==> src/rtl/multicycle_controller.sv <==
// multicycle_controller
// ---------------------------------------------------------------------------
// Control FSM for a multicycle RV32I datapath (lw, sw, R-type, I-type ALU,
// beq/bne, jal, lui). One state per clock; every output is decoded from the
// current state and the registered instruction word. In BRANCH, we_pc also
// depends on the combinational ALU zero flag.
//
// Ports
//   clk            rising-edge clock
//   rst            asynchronous active-low reset
//   instr[31:0]    instruction register contents
//   zero           ALU zero flag
//   sel_result     00 ALUOut, 01 memory data reg, 10 ALU result
//   we_rf          register-file write
//   sel_ext        000 I, 001 S, 010 B, 011 J, 100 U
//   alu_control    0000 add .. 1001 sltu
//   we_ir          IR / OldPC load
//   we_pc          PC load
//   we_mem         memory write
//   sel_mem_addr   0 PC, 1 ALUOut
//   sel_alu_src_a  00 PC, 01 OldPC, 10 A reg, 11 zero
//   sel_alu_src_b  00 B reg, 01 immediate, 10 constant 4
//   retire         pulse in the last cycle of each completed instruction
//   halted         high while in HALT
// ---------------------------------------------------------------------------
module multicycle_controller (
    input  logic        clk,
    input  logic        rst,
    input  logic [31:0] instr,
    input  logic        zero,
    output logic [1:0]  sel_result,
    output logic        we_rf,
    output logic [2:0]  sel_ext,
    output logic [3:0]  alu_control,
    output logic        we_ir,
    output logic        we_pc,
    output logic        we_mem,
    output logic        sel_mem_addr,
    output logic [1:0]  sel_alu_src_a,
    output logic [1:0]  sel_alu_src_b,
    output logic        retire,
    output logic        halted
);

    localparam logic [3:0] S_FETCH    = 4'd0;
    localparam logic [3:0] S_DECODE   = 4'd1;
    localparam logic [3:0] S_MEMADR   = 4'd2;
    localparam logic [3:0] S_MEMREAD  = 4'd3;
    localparam logic [3:0] S_MEMWB    = 4'd4;
    localparam logic [3:0] S_MEMWRITE = 4'd5;
    localparam logic [3:0] S_EXECR    = 4'd6;
    localparam logic [3:0] S_EXECI    = 4'd7;
    localparam logic [3:0] S_LUI      = 4'd8;
    localparam logic [3:0] S_ALUWB    = 4'd9;
    localparam logic [3:0] S_JAL      = 4'd10;
    localparam logic [3:0] S_BRANCH   = 4'd11;
    localparam logic [3:0] S_HALT     = 4'd12;

    localparam logic [6:0] OP_LOAD   = 7'b0000011;
    localparam logic [6:0] OP_STORE  = 7'b0100011;
    localparam logic [6:0] OP_RTYPE  = 7'b0110011;
    localparam logic [6:0] OP_ITYPE  = 7'b0010011;
    localparam logic [6:0] OP_BRANCH = 7'b1100011;
    localparam logic [6:0] OP_JAL    = 7'b1101111;
    localparam logic [6:0] OP_LUI    = 7'b0110111;

    localparam logic [3:0] ALU_ADD  = 4'b0000;
    localparam logic [3:0] ALU_SUB  = 4'b0001;
    localparam logic [3:0] ALU_AND  = 4'b0010;
    localparam logic [3:0] ALU_OR   = 4'b0011;
    localparam logic [3:0] ALU_XOR  = 4'b0100;
    localparam logic [3:0] ALU_SLT  = 4'b0101;
    localparam logic [3:0] ALU_SLL  = 4'b0110;
    localparam logic [3:0] ALU_SRL  = 4'b0111;
    localparam logic [3:0] ALU_SRA  = 4'b1000;
    localparam logic [3:0] ALU_SLTU = 4'b1001;

    logic [3:0] state_q, state_d;

    logic [6:0] opcode;
    logic [2:0] funct3;
    logic       funct7_b5;

    assign opcode    = instr[6:0];
    assign funct3    = instr[14:12];
    assign funct7_b5 = instr[30];

    // Enables before reset gating.
    logic we_rf_int, we_ir_int, we_pc_int, we_mem_int, retire_int, halted_int;

    // funct7[5] selects sub/sra only for register-register ops; for
    // immediates bit 30 is part of the immediate, except on srai.
    function automatic logic [3:0] alu_decode(input logic [2:0] f3,
                                              input logic       f7b5,
                                              input logic       is_rtype);
        logic [3:0] op;
        op = ALU_ADD;
        case (f3)
            3'b000: op = (is_rtype && f7b5) ? ALU_SUB : ALU_ADD;
            3'b001: op = ALU_SLL;
            3'b010: op = ALU_SLT;
            3'b011: op = ALU_SLTU;
            3'b100: op = ALU_XOR;
            3'b101: op = f7b5 ? ALU_SRA : ALU_SRL;
            3'b110: op = ALU_OR;
            default: op = ALU_AND;
        endcase
        return op;
    endfunction

    always_ff @(posedge clk or negedge rst) begin
        if (!rst) begin
            state_q <= S_FETCH;
        end else begin
            state_q <= state_d;
        end
    end

    always_comb begin
        state_d       = S_FETCH;
        sel_result    = 2'b00;
        sel_ext       = 3'b000;
        alu_control   = ALU_ADD;
        sel_mem_addr  = 1'b0;
        sel_alu_src_a = 2'b00;
        sel_alu_src_b = 2'b00;
        we_rf_int     = 1'b0;
        we_ir_int     = 1'b0;
        we_pc_int     = 1'b0;
        we_mem_int    = 1'b0;
        retire_int    = 1'b0;
        halted_int    = 1'b0;

        case (state_q)
            S_FETCH: begin
                sel_alu_src_b = 2'b10;
                sel_result    = 2'b10;
                we_ir_int     = 1'b1;
                we_pc_int     = 1'b1;
                state_d       = S_DECODE;
            end
            S_DECODE: begin
                // Branch/jump target into ALUOut ahead of time.
                sel_alu_src_a = 2'b01;
                sel_alu_src_b = 2'b01;
                sel_ext       = (opcode == OP_JAL) ? 3'b011 : 3'b010;
                case (opcode)
                    OP_LOAD, OP_STORE: state_d = S_MEMADR;
                    OP_RTYPE:          state_d = S_EXECR;
                    OP_ITYPE:          state_d = S_EXECI;
                    OP_BRANCH:         state_d = S_BRANCH;
                    OP_JAL:            state_d = S_JAL;
                    OP_LUI:            state_d = S_LUI;
                    default:           state_d = S_HALT;
                endcase
            end
            S_MEMADR: begin
                sel_alu_src_a = 2'b10;
                sel_alu_src_b = 2'b01;
                sel_ext       = (opcode == OP_STORE) ? 3'b001 : 3'b000;
                state_d       = (opcode == OP_STORE) ? S_MEMWRITE : S_MEMREAD;
            end
            S_MEMREAD: begin
                sel_mem_addr = 1'b1;
                state_d      = S_MEMWB;
            end
            S_MEMWB: begin
                sel_result = 2'b01;
                we_rf_int  = 1'b1;
                retire_int = 1'b1;
                state_d    = S_FETCH;
            end
            S_MEMWRITE: begin
                sel_mem_addr = 1'b1;
                we_mem_int   = 1'b1;
                retire_int   = 1'b1;
                state_d      = S_FETCH;
            end
            S_EXECR: begin
                sel_alu_src_a = 2'b10;
                alu_control   = alu_decode(funct3, funct7_b5, 1'b1);
                state_d       = S_ALUWB;
            end
            S_EXECI: begin
                sel_alu_src_a = 2'b10;
                sel_alu_src_b = 2'b01;
                alu_control   = alu_decode(funct3, funct7_b5, 1'b0);
                state_d       = S_ALUWB;
            end
            S_LUI: begin
                sel_alu_src_a = 2'b11;
                sel_alu_src_b = 2'b01;
                sel_ext       = 3'b100;
                state_d       = S_ALUWB;
            end
            S_ALUWB: begin
                we_rf_int  = 1'b1;
                retire_int = 1'b1;
                state_d    = S_FETCH;
            end
            S_JAL: begin
                // PC <= target held in ALUOut; ALUOut <= OldPC + 4 (link).
                sel_alu_src_a = 2'b01;
                sel_alu_src_b = 2'b10;
                we_pc_int     = 1'b1;
                state_d       = S_ALUWB;
            end
            S_BRANCH: begin
                sel_alu_src_a = 2'b10;
                alu_control   = ALU_SUB;
                case (funct3)
                    3'b000: begin
                        we_pc_int  = zero;
                        retire_int = 1'b1;
                        state_d    = S_FETCH;
                    end
                    3'b001: begin
                        we_pc_int  = ~zero;
                        retire_int = 1'b1;
                        state_d    = S_FETCH;
                    end
                    default: state_d = S_HALT;
                endcase
            end
            S_HALT: begin
                halted_int = 1'b1;
                state_d    = S_HALT;
            end
            default: state_d = S_FETCH;
        endcase
    end

    // Reset is asynchronous, so enables are gated directly by rst to keep
    // them low the instant reset asserts, independent of the state register.
    assign we_rf  = we_rf_int  & rst;
    assign we_ir  = we_ir_int  & rst;
    assign we_pc  = we_pc_int  & rst;
    assign we_mem = we_mem_int & rst;
    assign retire = retire_int & rst;
    assign halted = halted_int & rst;

endmodule

==> config.mk <==
export PLATFORM = sky130hd
export DESIGN_NAME = multicycle_controller
export DESIGN_NICKNAME = d
export VERILOG_FILES = /design/src/rtl/multicycle_controller.sv
export SDC_FILE = /design/constraint.sdc
export NUM_CORES = 1
export LEC_CHECK = 0
export ABC_AREA = 1
export ABC_CLOCK_PERIOD_IN_PS = 1090
export BUFFER_PORTS_ARGS = -buffer_cell sky130_fd_sc_hd__buf_2
export CORE_MARGIN = 5
export CORE_UTILIZATION = 34
export CTS_BUF_LIST = sky130_fd_sc_hd__clkbuf_2 sky130_fd_sc_hd__clkbuf_4 sky130_fd_sc_hd__clkbuf_8
export DETAILED_ROUTE_END_ITERATION = 8
export PLACE_DENSITY = 0.77
export SLEW_MARGIN = 40
export SYNTH_ARGS = -nofsm -noshare
export SYNTH_HDL_FRONTEND = slang
export SYNTH_SLANG_ARGS = --single-unit
==> constraint.sdc <==
create_clock -name clk -period 1.09 [get_ports clk]
set_clock_uncertainty 0.15 [all_clocks]
set_input_delay 0.109 -clock clk [delete_from_list [all_inputs] [get_ports clk]]
set_output_delay 0.109 -clock clk [all_outputs]
set_load 0.02 [all_outputs]
[Word-level counts from Yosys, hierarchy flattened]
Cells that the tools add are included.
Storage, ports and cells
  register bits after elaboration: 4
  input port bits: 35
  output and inout port bits: 20
  logic and storage cells: 69
Cells by class
  equality and inequality tests: 25
  muxes and demuxes: 24
  bitwise gates (word level): 7
  reduce and logical (&&, ||, !) cells: 12
Operator list (count)
  one-hot mux 4 bit (7 select lines): 3
  one-hot mux 4 bit (6 select lines): 1
  equality test 7 x 6 -> 1 bit (second input constant): 3
  equality test 4 bit (second input constant): 5
  equality test 4 x 3 -> 1 bit (second input constant): 4
  equality test 7 bit (second input constant): 2
  one-hot mux 4 bit (3 select lines): 1
  OR reduction 2 bit: 6
  OR reduction 4 bit: 3
  equality test 3 bit (second input constant): 3
  2-to-1 mux 1 bit: 9
  one-hot mux 3 bit (3 select lines): 1
  equality test 4 x 2 -> 1 bit (second input constant): 2
  2-to-1 mux 4 bit: 2
  one-hot mux 2 bit (2 select lines): 2
  equality test 7 x 2 -> 1 bit (second input constant): 1
  equality test 7 x 5 -> 1 bit (second input constant): 1
  AND 1 bit: 6
  equality test 3 x 2 -> 1 bit (second input constant): 2
  one-hot mux 1 bit (2 select lines): 3
  one-hot mux 2 bit (3 select lines): 1
  equality test 4 x 1 -> 1 bit (second input constant): 1
  zero test 4 bit: 1
  equality test 3 x 1 -> 1 bit (second input constant): 1
  other kinds (4): 4

[Logic depth before layout (Yosys ltp)]
  word-level depth: 5
  gate-level depth with buffers: 9
  gate-level depth less buffers: 9

[Least setup slack after synthesis]
Ideal clock, no wire load.
  path kind: flip-flop to output port
  from: register state_q[2]
  to: output port we_pc
  arrival: 1.435 ns
  data required time: 0.831 ns
  slack: -0.604 ns
  stages on the path, launching flop included: 6
  buffers on the path: 0
  cell sequence: dfrtp_1 -> nor2_2 -> inv_1 -> nor2_1 -> a21oi_1 -> a21oi_1
Between the ends
  cells in the longest elaborated chain, start to end: 4
  elaborated cells between the ends (all ways): 6
  those cells by class: eq/ne (2); mux (1); bitwise (1); reduce/logical (2)
RTL lines
  from (decl): RTL line 78  | logic [3:0] state_q, state_d;
  from (signal assigned): RTL line 115  | state_q <= state_d;
  equality test 4 bit or zero test 4 bit (tied branches): RTL line 134  | case (state_q)
  OR reduction 2 bit (no line)
  one-hot mux 1 bit (2 select lines) (*): RTL line 134
  AND 1 bit (*): RTL line 237  | assign we_pc = we_pc_int & rst;
  to (decl): RTL line 36  | output logic we_pc,
Every way passes the cells marked *; elsewhere a longest branch is shown, timed or not.

[Worst setup path after layout]
  from: register state_q[1]
  to: output port retire
Between the ends
  cells in the longest elaborated chain, start to end: 4
  elaborated cells between the ends (all ways): 7
  those cells by class: eq/ne (4); mux (1); bitwise (1); reduce/logical (1)
RTL lines
  equality test 4 bit or equality test 4 x 3 -> 1 bit (tied branches): RTL line 134
  OR reduction 3 bit (no line)
  one-hot mux 1 bit (2 select lines) (*): RTL line 134
  AND 1 bit (*): RTL line 239  | assign retire = retire_int & rst;
  to (decl): RTL line 41  | output logic retire,
Marked as above.

==> impl_metrics.tcl <==
set metrics [dict create \
    grt_pass1_vias 1053 \
    detail_route.vias_per_cell 5.03 \
    critical_path.max_fanout 3 \
    combPwrFrac_pct 81.0 \
    yosysWarnings 0 \
    clock_latency_ps 240 \
    hold_class "primary input to async pin" \
    syn-cell-area_um2 601 \
    slew_viol_final 0 \
    tightest_slew_ps 458 \
    cts_tree "built" \
    peakVddDrop_mv 1.47 \
    critPathKind "register to output pin" \
    critPathMaxStageDelay_ps 410 \
    gp_congestion 0.943 \
    yosysTopAreaCellShare_pct 16.9 \
    num_io_pins 55 \
    syn-mean-instance-area_um2 5.31 \
    rsz0062_at_grt "true" \
    diodes 0 \
    h-tree-depth 1 \
    vias 1101 \
    firstDrtPassIters 4 \
    status "finished, violations left" \
    seqPwrFrac_pct 11.0 \
    min_period_ps 1700 \
    drtIter0Drc 24 \
    layout-drive-gt1-share_pct 67.0 \
    switchingPower_mw 1.40 \
    portBuffers 33 \
    intPower_mw 1.36 \
    cp_cell_sequence "nor2_2 > buf_4 > nand2_4 > a31oi_4 > buf_4" \
    synth_area_leaders "nand2_1, dfrtp_1, nor2_1, inv_1, nand3_1" \
    core_um2 1710 \
    synth_edf_count 0 \
    cpMaxStageDelayCell "dfrtp_1" \
    finalSetupViolCount 24 \
    synth-seq-cells 4 \
    clock-sinks 4 \
    clockBufferDepth 2 \
    cp-start-kind "register" \
    synth_commonest_cells "nand2_1, nor2_1, inv_1, nand3_1, a21oi_1" \
    synth_top_area_cell "nand2_1" \
    crit_top_cell "buf_4" \
    arrival_ps 1440 \
    fmax_mhz 589 \
    largest-register "state_q" \
    maxCapViolCount 0 \
    grt_max_degree 7 \
    leakage_nw 0.752 \
    grt_overflow_total 0 \
    relSlewSlack_pct 69.3 \
    reg.largest.list "state_q: 4 flops" \
    std_cell_rows 15 \
    synth.net_count 148 \
    async_flop_share_pct 100 \
    final_cells 219 \
    grt_pass1_wl_um 4360 \
    grt_use_total_pct 20.9 \
    post-synth-top-count-cell "nand2_1" \
    worst_slack_ps -609 \
    p_clk_share_pct 8.1 \
    die_w_um 52.0 \
    ys_types 20 \
    syn_inst 113 \
    critPathCaptureType "output pin" \
    dp_hpwl_um 2130 \
    area_growth_pct 140 \
    antenna_found_initial 0 \
    synthFlopType "dfrtp_1" \
    nNetsFinal 230 \
    start_util_pct 35.2 \
    fin_crit_sh_pct 156 \
    ant_nets 0 \
    largest_register_ffs 4 \
    dpl.cell_count 210 \
    cp.required_ps 830 \
    cts-root-buf "clkbuf_4" \
    dieArea_um2 2710 \
    cts_buffers 3 \
    hold_viol_final 0 \
    failed_checks "negative setup slack" \
    postLayoutCoreUtil_pct 84.5 \
    path_clk_slew_ps 40 \
    dieHeight_um 52.0 \
    yosysSeqAreaShare_pct 16.7 \
    pwr_density_cell_nw_per_um2 1920 \
    drc 0 \
    wire_per_inst_um 13.6 \
    power.share.switching_pct 50.7 \
    wl_um 2990 \
]
area by class of cell:
cell class,instances,area [um2]
multi-input cells,87,603
repair buffers,77,589
flip-flops and latches,4,103
inverters,22,87.6
well taps,25,31.3
clock buffers,4,30.0
fillers,105,264
cell families (layout without fill, tap and decap cells):
kind of cell    Yosys count  in the layout  share of synthesized area [%]
compound gates           16             16                           16.5
buf+inv                  22            103                           14.0
flops                     4              4                           16.7
simple gates             71             71                           52.9
what timing repair did:
action / in CTS / in global routing
hold endpoints to repair: 4 / 0
pin swaps: 3 / 8
hold buffers: 1 / 0
resized for setup: 26 / 17
buffers inserted: 3 / 2
endpoints found under the setup margin: 24 / 24
metal layers:
layer  vias up  routed length [um]  track usage [%]
li1        527                   -                -
met1       508                1130             24.6
met2        58                1600             40.6
met3         8                 201            0.860
met4         0                  53             5.24
met5         -                   0                0
worst max-delay path: cells and delay by family, from the launching register on:
kind            cells  cell delay (ps)
flops               1              410
buf+inv             2              320
compound gates      1              170
simple gates        2              300
cell usage in the layout (no fill, tap or decap), types with 2 or more instances in the layout:
cell / synthesis / routed
a21oi_1: 5 / 2
a21oi_2: 0 / 3
buf_2: 0 / 18
buf_4: 0 / 46
buf_6: 0 / 11
clkbuf_4: 0 / 4
dfrtp_1: 4 / 2
dfrtp_2: 0 / 2
inv_1: 17 / 9
inv_2: 4 / 12
nand2_1: 27 / 18
nand2_2: 1 / 4
nand2_4: 0 / 6
nand3_1: 9 / 9
nand4_1: 3 / 3
nor2_1: 23 / 12
nor2_2: 3 / 5
nor2_4: 1 / 10
o211ai_1: 4 / 4
o21ai_0: 4 / 2
o21ai_2: 1 / 2
worst paths after layout:
kind / from / end / slack, ps / cells past startpoint
min in group clk: instr[0] / state_q[2]$_DFF_PN0_ / 210 / 7
worst max register to register: state_q[2]$_DFF_PN0_ / state_q[2]$_DFF_PN0_ / -440 / 8
worst min register to register: state_q[0]$_DFF_PN0_ / state_q[0]$_DFF_PN0_ / 520 / 2
max in group asynchronous: rst / state_q[3]$_DFF_PN0_ / 520 / 3
worst min-delay path: rst / state_q[1]$_DFF_PN0_ / 150 / 3
worst max-delay path: state_q[1]$_DFF_PN0_ / retire / -610 / 5
per-stage QoR:
| stage | setup WS [ps] | instance area (um2) | hold slack, ps | power [mW] | setup TNS (ps) |
|---|---|---|---|---|---|
| CTS | -588 | 1390 | 142 | 2.62 | -11480 |
| detailed placement | -408 | 1250 | -143 | 2.14 | -6990 |
| global route | -669 | 1440 | 166 | 2.92 | -13410 |
| finish | -609 | 1440 | 150 | 2.77 | -11930 |
| floorplan | -300 | 749 | -337 | 1.38 | -3940 |
| global placement | -346 | 1250 | -147 | 2.10 | -6330 |
power groups by stage:
stage / Combinational (mW) / Sequential, mW / Clock [mW]
global placement: 1.82 / 0.275 / 0
floorplan: 1.10 / 0.280 / 0
finish: 2.24 / 0.303 / 0.223
CTS: 2.11 / 0.283 / 0.231
global route: 2.38 / 0.307 / 0.235
detailed placement: 1.86 / 0.282 / 0
Note: power is estimated with default switching activity, not from simulation.
